<file path="config.mk">
export PLATFORM = sky130hd
export DESIGN_NAME = vec_mem_sequencer_flat
export DESIGN_NICKNAME = d
export VERILOG_FILES = /design/src/rtl/vec_mem_sequencer_if.sv /design/src/rtl/vec_mem_sequencer.sv /design/src/flat_wrapper.sv
export SDC_FILE = /design/constraint.sdc
export NUM_CORES = 1
export LEC_CHECK = 0
export BUFFER_PORTS_ARGS = -buffer_cell sky130_fd_sc_hd__buf_2
export CAP_MARGIN = 0
export CORE_ASPECT_RATIO = 0.9
export CORE_MARGIN = 2
export CORE_UTILIZATION = 40
export DETAILED_ROUTE_END_ITERATION = 8
export GPL_TIMING_DRIVEN = 0
export PLACE_DENSITY = 0.63
export SKIP_LAST_GASP = 1
export SLEW_MARGIN = 40
export SYNTH_ARGS = -nofsm -noshare
export SYNTH_HDL_FRONTEND = slang
export SYNTH_SLANG_ARGS = --single-unit
export TNS_END_PERCENT = 50
</file>
<file path="constraint.sdc">
create_clock -name clk -period 2.7 [get_ports clk]
set_input_delay 0.27 -clock clk [delete_from_list [all_inputs] [get_ports clk]]
set_output_delay 0.27 -clock clk [all_outputs]
set_load 0.02 [all_outputs]
</file>
<file path="src/rtl/vec_mem_sequencer_if.sv">
// Bus bundle for the vector/fetch memory sequencer: fetch, vector and memory port signals.
interface vec_mem_sequencer_if #(
    parameter int unsigned ADDR_W = 16,
    parameter int unsigned DATA_W = 16,
    parameter int unsigned LANES  = 16
);
    localparam int unsigned VEC_W = LANES * DATA_W;

    // Instruction fetch side
    logic              fetch_req;
    logic [ADDR_W-1:0] fetch_addr;
    logic              fetch_grant;
    logic              fetch_valid;
    logic [DATA_W-1:0] fetch_data;

    // Vector load/store side
    logic              vec_req;
    logic              vec_wr;
    logic [ADDR_W-1:0] vec_base;
    logic [VEC_W-1:0]  vec_wdata;
    logic              vec_busy;
    logic              vec_done;
    logic [VEC_W-1:0]  vec_rdata;

    // Memory port
    logic [ADDR_W-1:0] mem_addr;
    logic              mem_rd;
    logic              mem_wr;
    logic [DATA_W-1:0] mem_wdata;
    logic [DATA_W-1:0] mem_rdata;

    // Requesters and memory model
    modport master (
        output fetch_req, fetch_addr, vec_req, vec_wr, vec_base, vec_wdata, mem_rdata,
        input  fetch_grant, fetch_valid, fetch_data, vec_busy, vec_done, vec_rdata,
        input  mem_addr, mem_rd, mem_wr, mem_wdata
    );

    // Sequencer
    modport slave (
        input  fetch_req, fetch_addr, vec_req, vec_wr, vec_base, vec_wdata, mem_rdata,
        output fetch_grant, fetch_valid, fetch_data, vec_busy, vec_done, vec_rdata,
        output mem_addr, mem_rd, mem_wr, mem_wdata
    );
endinterface

</file>
<file path="src/rtl/vec_mem_sequencer.sv">
// Single-port memory sequencer: arbitrates instruction fetch against 16-beat vector load/store bursts.
module vec_mem_sequencer #(
    parameter int unsigned ADDR_W = 16,
    parameter int unsigned DATA_W = 16,
    parameter int unsigned LANES  = 16
) (
    input  logic                 clk,
    input  logic                 rst_n,
    vec_mem_sequencer_if.slave   bus
);
    localparam int unsigned VEC_W = LANES * DATA_W;
    localparam int unsigned CNT_W = $clog2(LANES);
    localparam logic [CNT_W-1:0] LAST = CNT_W'(LANES - 1);

    typedef enum logic [2:0] {
        IDLE, F_ISSUE, F_DATA, VLD_RUN, VLD_DRAIN, VST_RUN, DONE
    } state_t;

    state_t            state, state_n;
    logic [CNT_W-1:0]  cnt, cnt_n, cnt_inc, cap_idx;
    logic              cap_en;
    logic [ADDR_W-1:0] base_q, base_n;
    logic [VEC_W-1:0]  wdata_q, wdata_n;
    logic [VEC_W-1:0]  rdata_q, rdata_n;
    logic [DATA_W-1:0] fdata_q, fdata_n;
    logic [DATA_W-1:0] wlane;
    logic [ADDR_W-1:0] addr_q, addr_n;
    logic [DATA_W-1:0] wd_q, wd_n;
    logic              rd_q, rd_n, wr_q, wr_n;
    logic              grant_q, grant_n, valid_q, valid_n;
    logic              busy_q, busy_n, done_q, done_n;

    // State, latched request data and registered outputs
    always_ff @(posedge clk or negedge rst_n) begin
        if (!rst_n) begin
            state   <= IDLE;
            cnt     <= '0;
            base_q  <= '0;
            wdata_q <= '0;
            rdata_q <= '0;
            fdata_q <= '0;
            addr_q  <= '0;
            wd_q    <= '0;
            rd_q    <= 1'b0;
            wr_q    <= 1'b0;
            grant_q <= 1'b0;
            valid_q <= 1'b0;
            busy_q  <= 1'b0;
            done_q  <= 1'b0;
        end else begin
            state   <= state_n;
            cnt     <= cnt_n;
            base_q  <= base_n;
            wdata_q <= wdata_n;
            rdata_q <= rdata_n;
            fdata_q <= fdata_n;
            addr_q  <= addr_n;
            wd_q    <= wd_n;
            rd_q    <= rd_n;
            wr_q    <= wr_n;
            grant_q <= grant_n;
            valid_q <= valid_n;
            busy_q  <= busy_n;
            done_q  <= done_n;
        end
    end

    // Next-state and next-output logic; outputs are computed one cycle ahead and registered
    always_comb begin
        state_n = state;
        cnt_n   = cnt;
        base_n  = base_q;
        wdata_n = wdata_q;
        rdata_n = rdata_q;
        fdata_n = fdata_q;
        addr_n  = addr_q;
        wd_n    = wd_q;
        rd_n    = 1'b0;
        wr_n    = 1'b0;
        grant_n = 1'b0;
        valid_n = 1'b0;
        busy_n  = 1'b0;
        done_n  = 1'b0;
        cap_en  = 1'b0;
        cap_idx = '0;
        cnt_inc = cnt + CNT_W'(1);

        // Store lane for the next beat
        wlane = '0;
        for (int i = 0; i < LANES; i++) begin
            if (CNT_W'(i) == cnt_inc) wlane = wdata_q[i*DATA_W +: DATA_W];
        end

        case (state)
            IDLE: begin
                if (bus.vec_req) begin
                    busy_n = 1'b1;
                    cnt_n  = '0;
                    base_n = bus.vec_base;
                    addr_n = bus.vec_base;
                    if (bus.vec_wr) begin
                        state_n = VST_RUN;
                        wdata_n = bus.vec_wdata;
                        wr_n    = 1'b1;
                        wd_n    = bus.vec_wdata[DATA_W-1:0];
                    end else begin
                        state_n = VLD_RUN;
                        rd_n    = 1'b1;
                    end
                end else if (bus.fetch_req) begin
                    state_n = F_ISSUE;
                    rd_n    = 1'b1;
                    addr_n  = bus.fetch_addr;
                    grant_n = 1'b1;
                end
            end
            F_ISSUE: begin
                state_n = F_DATA;
                valid_n = 1'b1;
            end
            F_DATA: begin
                state_n = IDLE;
                fdata_n = bus.mem_rdata;
            end
            VLD_RUN: begin
                busy_n = 1'b1;
                // Data for the previous beat arrives one cycle after its strobe
                if (cnt != '0) begin
                    cap_en  = 1'b1;
                    cap_idx = cnt - CNT_W'(1);
                end
                if (cnt == LAST) begin
                    state_n = VLD_DRAIN;
                end else begin
                    cnt_n  = cnt_inc;
                    rd_n   = 1'b1;
                    addr_n = base_q + ADDR_W'(cnt_inc);
                end
            end
            VLD_DRAIN: begin
                busy_n  = 1'b1;
                cap_en  = 1'b1;
                cap_idx = LAST;
                state_n = DONE;
                done_n  = 1'b1;
            end
            VST_RUN: begin
                busy_n = 1'b1;
                if (cnt == LAST) begin
                    state_n = DONE;
                    done_n  = 1'b1;
                end else begin
                    cnt_n  = cnt_inc;
                    wr_n   = 1'b1;
                    addr_n = base_q + ADDR_W'(cnt_inc);
                    wd_n   = wlane;
                end
            end
            DONE: begin
                state_n = IDLE;
            end
            default: begin
                state_n = IDLE;
            end
        endcase

        // Progressive lane capture for loads
        if (cap_en) begin
            for (int i = 0; i < LANES; i++) begin
                if (CNT_W'(i) == cap_idx) rdata_n[i*DATA_W +: DATA_W] = bus.mem_rdata;
            end
        end
    end

    // fetch_data shows the returning word in F_DATA so it lines up with fetch_valid, then holds
    assign bus.fetch_data  = (state == F_DATA) ? bus.mem_rdata : fdata_q;
    assign bus.fetch_grant = grant_q;
    assign bus.fetch_valid = valid_q;
    assign bus.vec_busy    = busy_q;
    assign bus.vec_done    = done_q;
    assign bus.vec_rdata   = rdata_q;
    assign bus.mem_addr    = addr_q;
    assign bus.mem_rd      = rd_q;
    assign bus.mem_wr      = wr_q;
    assign bus.mem_wdata   = wd_q;
endmodule
</file>
<file path="src/flat_wrapper.sv">
// flat-port wrapper written by rule: the top's interface ports become plain ports
module vec_mem_sequencer_flat 
#(
    parameter int unsigned ADDR_W = 16,
    parameter int unsigned DATA_W = 16,
    parameter int unsigned LANES  = 16
)
  (clk, rst_n, bus_fetch_req, bus_fetch_addr, bus_vec_req, bus_vec_wr, bus_vec_base, bus_vec_wdata, bus_mem_rdata, bus_fetch_grant, bus_fetch_valid, bus_fetch_data, bus_vec_busy, bus_vec_done, bus_vec_rdata, bus_mem_addr, bus_mem_rd, bus_mem_wr, bus_mem_wdata);
  vec_mem_sequencer_if #(.ADDR_W(ADDR_W), .DATA_W(DATA_W), .LANES(LANES)) bus_i ();
  input  logic clk;
  input  logic rst_n;
  input wire logic [$bits(bus_i.fetch_req)-1:0] bus_fetch_req;
  input wire logic [$bits(bus_i.fetch_addr)-1:0] bus_fetch_addr;
  input wire logic [$bits(bus_i.vec_req)-1:0] bus_vec_req;
  input wire logic [$bits(bus_i.vec_wr)-1:0] bus_vec_wr;
  input wire logic [$bits(bus_i.vec_base)-1:0] bus_vec_base;
  input wire logic [$bits(bus_i.vec_wdata)-1:0] bus_vec_wdata;
  input wire logic [$bits(bus_i.mem_rdata)-1:0] bus_mem_rdata;
  output wire logic [$bits(bus_i.fetch_grant)-1:0] bus_fetch_grant;
  output wire logic [$bits(bus_i.fetch_valid)-1:0] bus_fetch_valid;
  output wire logic [$bits(bus_i.fetch_data)-1:0] bus_fetch_data;
  output wire logic [$bits(bus_i.vec_busy)-1:0] bus_vec_busy;
  output wire logic [$bits(bus_i.vec_done)-1:0] bus_vec_done;
  output wire logic [$bits(bus_i.vec_rdata)-1:0] bus_vec_rdata;
  output wire logic [$bits(bus_i.mem_addr)-1:0] bus_mem_addr;
  output wire logic [$bits(bus_i.mem_rd)-1:0] bus_mem_rd;
  output wire logic [$bits(bus_i.mem_wr)-1:0] bus_mem_wr;
  output wire logic [$bits(bus_i.mem_wdata)-1:0] bus_mem_wdata;
  assign bus_i.fetch_req = bus_fetch_req;
  assign bus_i.fetch_addr = bus_fetch_addr;
  assign bus_i.vec_req = bus_vec_req;
  assign bus_i.vec_wr = bus_vec_wr;
  assign bus_i.vec_base = bus_vec_base;
  assign bus_i.vec_wdata = bus_vec_wdata;
  assign bus_i.mem_rdata = bus_mem_rdata;
  assign bus_fetch_grant = bus_i.fetch_grant;
  assign bus_fetch_valid = bus_i.fetch_valid;
  assign bus_fetch_data = bus_i.fetch_data;
  assign bus_vec_busy = bus_i.vec_busy;
  assign bus_vec_done = bus_i.vec_done;
  assign bus_vec_rdata = bus_i.vec_rdata;
  assign bus_mem_addr = bus_i.mem_addr;
  assign bus_mem_rd = bus_i.mem_rd;
  assign bus_mem_wr = bus_i.mem_wr;
  assign bus_mem_wdata = bus_i.mem_wdata;
  vec_mem_sequencer #(.ADDR_W(ADDR_W), .DATA_W(DATA_W), .LANES(LANES)) u_core (.clk(clk), .rst_n(rst_n), .bus(bus_i));
endmodule
</file>
==> summary.md, run 1 <==
| Metric | Value |
|---|---|
| Syn nets | 2,743 |
| Metal3 WL | 7520 um |
| Slew Limit Fails | 0 |
| R2R setup slack | -60 ps |
| Syn Std Cell Area | 25,700 um2 |
| DR pass1 iterations | 8 |
| Die X | 271 um |
| Worst path required time | 3200 ps |
| RSZ-0062 raised after global routing | yes |
| #FFs+latches synth | 589 |
| Minimum clock period | 2760 ps |
| Final hold viol count | 0 |
| Max IR drop VDD | 0.551 mV |
| Core area | 63,900 um2 |
| Footprint of the multi-input gates | 10,500 um2 |
| Crit Path Max Fanout | 6 |
| Number of synthesized flops with an enable pin | 0 |
| Post-route ant nets | 0 |
| Fmax achieved | 0.362 GHz |
| Post-synth cell types | 68 |
| Die area | 66,300 um2 |
| Mapped Cells | 2,423 |
| Area Growth Syn to Fin | 40.4% |
| Max Cap Viol | 0 |
| Worst-path clk slew | 60 ps |
| Vias in the first global route | 23,748 |
| First-pass GRT wire length | 152,000 um |
| Clk_lat worst skew | 630 ps |
| # rows | 88 |
| Max clock buf depth | 3 |
| Non-Filler Instances | 4,324 |
| Final Net Count | 3,736 |
| Reg area | 14,700 um2 |
| Initial Util | 40.2% |
| Fraction of registers with async set/reset | 100% |
| Sequential-to-total area share from yosys stat | 57.4% |
| Status | finished with violations |
| Via Count | 23,276 |
| GR Overflow Total | 0 |
| Finish-stage setup viols | 5 |
| Initial antenna violation count | 4 |
| Final WS setup | -61.9 ps |
| Largest cells by area after synthesis | dfrtp_1 (57%), mux2_2 (13%), nand2_1 (11%) |
| H-tree levels | 3 |
| Final HPWL DP | 77,100 um |
| Inst Count DP | 3,904 |
| CTS tree | built |
| Yosys warning count | 0 |
| Most frequent cells after synthesis | nand2_1 (780), dfrtp_1 (589), mux2_2 (286) |
| Routed vias/inst | 5.38 |
| Root Buffer | clkbuf_16 |
| DR iter-0 viols | 2,490 |
| WP data arrival | 3260 ps |
| Number of fill cells in the layout | 5,398 |
| Gr usage total | 30.6% |
| Hold WC Path Type | input port to register |
| Skew final | 34.7 ps |
| Tcrit/Tclk final | 102% |
| Top-count cell post-synth | nand2_1 |
| PwrDens | 1070 nW/um2 |
| DP Worst Slack | -1260 ps |
| Residual DRC count | 0 |
| Yosys top cell area share | 57.4% |
| Top cell type by total area after synthesis | dfrtp_1 |
| Metal2 WL | 48,200 um |
| Met1 wire length | 42,600 um |
| GP Congestion | 0.986 |
| Worst slew pin tran | 845 ps |
| Nature of the critical path endpoint | register |
| Main flop type after synthesis | dfrtp_1 |
| Largest net degree at the start of global routing | 79 |
| Hold WS | 41.7 ps |
| Lkg Pwr | 17.7 nW |
| Clock sinks | 589 |
| Highest Signal Layer | met5 |
| Layout cell share with drive strength beyond 1 | 36.8% |
| WL final | 103,000 um |
| Synthesized area per cell | 10.6 um2 |
| Buffers on Ports | 618 |
| Headroom to the max-slew limit | 43.6% |
| Final instance area | 36,100 um2 |
| WL per Instance | 23.8 um |
| Num CTS Buffers | 66 |
| Area after DPL | 30,100 um2 |
| Startpoint Class | register |
| Die Ht | 244 um |
| Final Power | 0.0385 W |
| Failing checks | setup timing |
| Top Ports | 619 |
| Critical path class | register to register |
==> stage by stage <==
stage | utilization, % | TNS (ps)
3_3_place_gp | 46.8 | -6237260
6_report | 56.5 | -210
3_5_place_dp | 47.1 | -151860
4_1_cts | 55.9 | -446
5_1_grt | 56.5 | -1860
2_1_floorplan | - | 0
==> repair_timing <==
item	CTS	global route
resized for setup	150	85
endpoints found under the hold margin	340	0
pin swaps	20	30
hold buffers	275	0
buffers inserted	25	8
endpoints found under the setup margin	521	189
==> report_power, final <==
group | leakage (nW) | switching (W) | internal (W)
registers | 7.23 | 0.00228 | 0.0120
logic | 9.35 | 0.00911 | 0.00578
clock network | 1.10 | 0.00390 | 0.00543
total | 17.7 | 0.0153 | 0.0232
==> sequential cells by signal (all words and copies together), names as in the netlist <==
name	count
u_core.base_q	16
u_core.bus.fetch_grant	1
u_core.bus.fetch_valid	1
u_core.bus.mem_addr	16
u_core.bus.mem_rd	1
u_core.bus.mem_wdata	16
u_core.bus.mem_wr	1
u_core.bus.vec_busy	1
u_core.bus.vec_done	1
u_core.bus.vec_rdata	256
u_core.cnt	4
u_core.fdata_q	16
u_core.state	3
u_core.wdata_q	256
==> cell families after synthesis <==
group                      Yosys count  share of synthesized area (%)
adders and majority gates           11                          0.565
muxes                              306                           13.3
AOI/OAI and AO/OA                  375                           10.3
DFF                                589                           57.4
xor gates and xnor gates            17                          0.609
buffers and inverters              209                           3.55
and+or+nand+nor                    916                           14.3
==> layout by cell type (no fill, tap or decap), types with 32 or more instances in the layout <==
| cell type | n |
|---|---|
| mux2_2 | 286 |
| clkbuf_1 | 76 |
| nand2_1 | 773 |
| buf_4 | 40 |
| buf_2 | 667 |
| o21ai_0 | 62 |
| nor2_1 | 42 |
| inv_1 | 32 |
| dlygate4sd3_1 | 275 |
| clkbuf_16 | 66 |
| o22ai_1 | 33 |
| dfrtp_1 | 588 |
| a21oi_1 | 69 |
==> layout make-up <==
class	instances	area share, %
buffer	163	2.71
antenna	2	0.0139
multi-input combinational	1625	29.2
timing repair buffer	934	17.6
clock buffer	92	5.07
sequential	589	40.9
inverter	37	0.430
tap	855	2.97
clock inverter	27	1.20
==> critical path: stages (launching register included) <==
cell and delay (ps):
dfrtp_1 400, buf_6 140, clkinvlp_4 160, ha_4 240
buf_8 140, nor2b_4 170, a222oi_1 690, a21oi_1 190
a221oi_2 240, o21a_1 190, o31ai_1 70
==> path summary, 6_finish.rpt <==
| kind | endpoint | cells past startpoint | start |
|---|---|---|---|
| hold reg to reg | u_core.bus.mem_addr[8] | 2 | u_core.bus.mem_addr[8] |
| hold / removal | u_core.bus.vec_rdata[6] | 2 | bus_mem_rdata[6] |
| setup / recovery | u_core.bus.mem_wdata[6] | 10 | u_core.cnt[0] |
| min in group asynchronous | u_core.bus.mem_addr[12] | 2 | rst_n |
| setup reg to reg | u_core.bus.mem_wdata[6] | 10 | u_core.cnt[0] |
| max in group asynchronous | u_core.bus.vec_rdata[38] | 5 | rst_n |
==> metal layers <==
layer | GRT usage (%) | vias to the layer above
met1 | 40.4 | 11619
met5 | 0 | -
met2 | 49.9 | 1125
met4 | 11.9 | 4
met3 | 6.00 | 237
li1 | - | 10291
(Power assumes the default switching activity.)
==> run 2, diff against run 1 <==
--- a/config.mk
+++ b/config.mk
@@ -7,12 +7,14 @@
 export LEC_CHECK = 0
 export BUFFER_PORTS_ARGS = -buffer_cell sky130_fd_sc_hd__buf_2
 export CAP_MARGIN = 0
+export CELL_PAD_IN_SITES_DETAIL_PLACEMENT = 1
+export CELL_PAD_IN_SITES_GLOBAL_PLACEMENT = 2
 export CORE_ASPECT_RATIO = 0.9
-export CORE_MARGIN = 2
-export CORE_UTILIZATION = 40
+export CORE_UTILIZATION = 30
 export DETAILED_ROUTE_END_ITERATION = 8
 export GPL_TIMING_DRIVEN = 0
-export PLACE_DENSITY = 0.63
+export PLACE_DENSITY = 0.73
+export REMOVE_ABC_BUFFERS = 1
 export SKIP_LAST_GASP = 1
 export SLEW_MARGIN = 40
 export SYNTH_ARGS = -nofsm -noshare
==> run 2 against run 1 <==
The run now ends clean. Non-clock buffer count fell by 100. Critical path type unchanged. Setup slack improved by 66 ps. Total power rose by 0.23%. Largest cell class unchanged. Via count fell by 3.2%. Clock power rose by 6.4%. Count of clock-buffer cells in the layout rose by 6. Highest routed layer unchanged. Register-to-register slack improved by 70 ps. Global-route usage fell by 5.6 points.
==> summary.md, run 2 (synthesized netlist as in run 1, its figures left out) <==
| Metric | Value |
|---|---|
| H-tree levels | 3 |
| WL per Instance | 24.3 um |
| Path depth of the worst reg2reg path | 8 |
| Largest net degree at the start of global routing | 72 |
| Status | finished clean |
| Fmax achieved | 0.371 GHz |
| DR pass1 iterations | 5 |
| Final Net Count | 3,642 |
| Worst-path clk slew | 60 ps |
| Final HPWL DP | 73,800 um |
| CP top delay family | compound AO/OA/AOI/OAI gates |
| Vias in the first global route | 24,256 |
| Headroom to the max-slew limit | 53.0% |
| Non-Filler Instances | 4,515 |
| Max IR drop VDD | 0.564 mV |
| Hold_sp | bus_fetch_addr[13] |
| Worst r2r src | u_core.cnt[0] |
| Most frequent cells in the layout | nand2_1 (772), buf_2 (617), dfrtp_1 (582), mux2_2 (286), dlygate4sd3_1 (275) |
| Most common cell after layout, fill and taps aside | nand2_1 |
| GR Overflow Total | 0 |
| Initial Util | 30.4% |
| Clk_lat worst skew | 650 ps |
| DR iter-0 viols | 1,366 |
| Residual DRC count | 0 |
| Routed vias/inst | 4.99 |
| Inst Count DP | 4,042 |
| Minimum clock period | 2700 ps |
| Lkg Pwr | 17.8 nW |
| Die Ht | 280 um |
| Clock sinks | 589 |
| CTS tree | built |
| Buffers on Ports | 618 |
| Reg2Reg Capture Point | u_core.bus.vec_rdata[36] |
| Gr usage total | 25.0% |
| Via Count | 22,525 |
| Area Growth Syn to Fin | 42.5% |
| Initial antenna violation count | 8 |
| Critical path class | register to register |
| Worst slew pin tran | 704 ps |
| DP Worst Slack | -1440 ps |
| Top Ports | 619 |
| Skew final | 57.0 ps |
| Finish-stage setup viols | 0 |
| Layout cell share with drive strength beyond 1 | 36.8% |
| RSZ-0062 raised after global routing | yes |
| Slew Limit Fails | 0 |
| Hold WC Path Type | input port to register |
| GP Congestion | 0.852 |
| Slowest cell on the critical path | dfrtp_4 |
| Core area | 84,500 um2 |
| WP data arrival | 3180 ps |
| WL final | 110,000 um |
| Final WS setup | 3.87 ps |
| Num CTS Buffers | 70 |
| Worst hold path depth | 5 |
| First-pass GRT wire length | 162,000 um |
| PwrDens | 1050 nW/um2 |
| Fin util | 43.3% |
| # rows | 101 |
| Crit Path Max Fanout | 16 |
| Nature of the critical path endpoint | register |
| CP Buf/Inv Count | 2 |
| Die area | 86,800 um2 |
| Max Cap Viol | 0 |
| Tcrit/Tclk final | 99.9% |
| WHS Endpoint | u_core.bus.mem_addr[13] |
| R2R setup slack | 4 ps |
| CP max stage delay | 480 ps |
| Startpoint Class | register |
| Worst path required time | 3190 ps |
| Die X | 310 um |
| Worst-path cell chain | clkinvlp_4 > buf_12 > ha_4 > xnor2_2 > a21oi_1 > a21oi_4 > and2_4 > mux2_2 |
| Root Buffer | clkbuf_16 |
| Post-route ant nets | 0 |
| Max clock buf depth | 3 |
| Final hold viol count | 0 |
run 2: changes by cell type in the layout (fill, tap and decap cells not counted), moves of 9 or more:
cell | before | now
a21oi_2 | 13 | 4
a221oi_1 | 9 | 18
buf_12 | 0 | 19
buf_2 | 667 | 617
buf_4 | 40 | 58
buf_6 | 14 | 1
clkbuf_1 | 76 | 13
clkbuf_4 | 10 | 0
run 2: metrics by stage:
stage / setup TNS (ps) / hold slack, ps / total power [W] / cell area [um2]
5_1_grt: -3410 / 50.8 / 0.0407 / 36600
3_3_place_gp: -9179820 / 448 / 0.0269 / 29400
3_5_place_dp: -203280 / 237 / 0.0275 / 30400
4_1_cts: -584 / 33.4 / 0.0384 / 36200
2_1_floorplan: -1178600 / -25.6 / 0.0217 / 24900
6_report: 0 / 82.4 / 0.0386 / 36600
run 2: layout make-up:
type	instances	area, um2
fill	9396	47900
sequential	589	14800
inverter	37	180
clock inverter	26	428
timing repair buffer	997	7290
antenna	8	20.0
tap	1133	1420
clock buffer	98	2010
multi-input combinational	1627	10500
run 2: per-layer routing:
layer | up-vias | GRT usage (%) | part of all wire (%)
li1 | 10073 | - | -
met1 | 11569 | 32.3 | 43
met2 | 679 | 41.6 | 48
met3 | 202 | 4.74 | 5.5
met4 | 2 | 8.98 | 3.7
met5 | - | 0 | 0.012
run 2: timing repair:
action | in CTS | in global routing
hold buffers | 275 | 0
endpoints found under the hold margin | 394 | 0
buffers inserted | 39 | 23
resized for setup | 66 | 35
pin swaps | 10 | 22
setup endpoints to repair | 395 | 232
gates cloned | 2 | 2
run 2: worst max path at each step:
stage	startpoint	endpoint	slack, ps	depth (start not counted)
after floorplan	u_core.state[1]	u_core.bus.mem_wdata[1]	-4640	7
after global placement	rst_n	u_core.wdata_q[152]	-11000	1
after detailed placement	u_core.cnt[0]	u_core.bus.mem_addr[11]	-1440	9
after CTS	u_core.state[2]	bus_fetch_data[8]	-50	4
after global routing	u_core.cnt[0]	u_core.bus.mem_wdata[13]	-100	9
final	u_core.cnt[0]	u_core.bus.vec_rdata[36]	4	8
run 2: worst min-delay path, stage by stage:
cell	delay, ps
buf_2	80
mux2i_1	50
nand2_1	60
o21ai_0	70
o21ai_0	140
run 2: power by group:
part,total (W),internal [W],switching (W),leakage (nW)
clock,0.00993,0.00586,0.00408,1.19
combinational,0.0148,0.00581,0.00896,9.35
sequential,0.0139,0.0120,0.00188,7.22
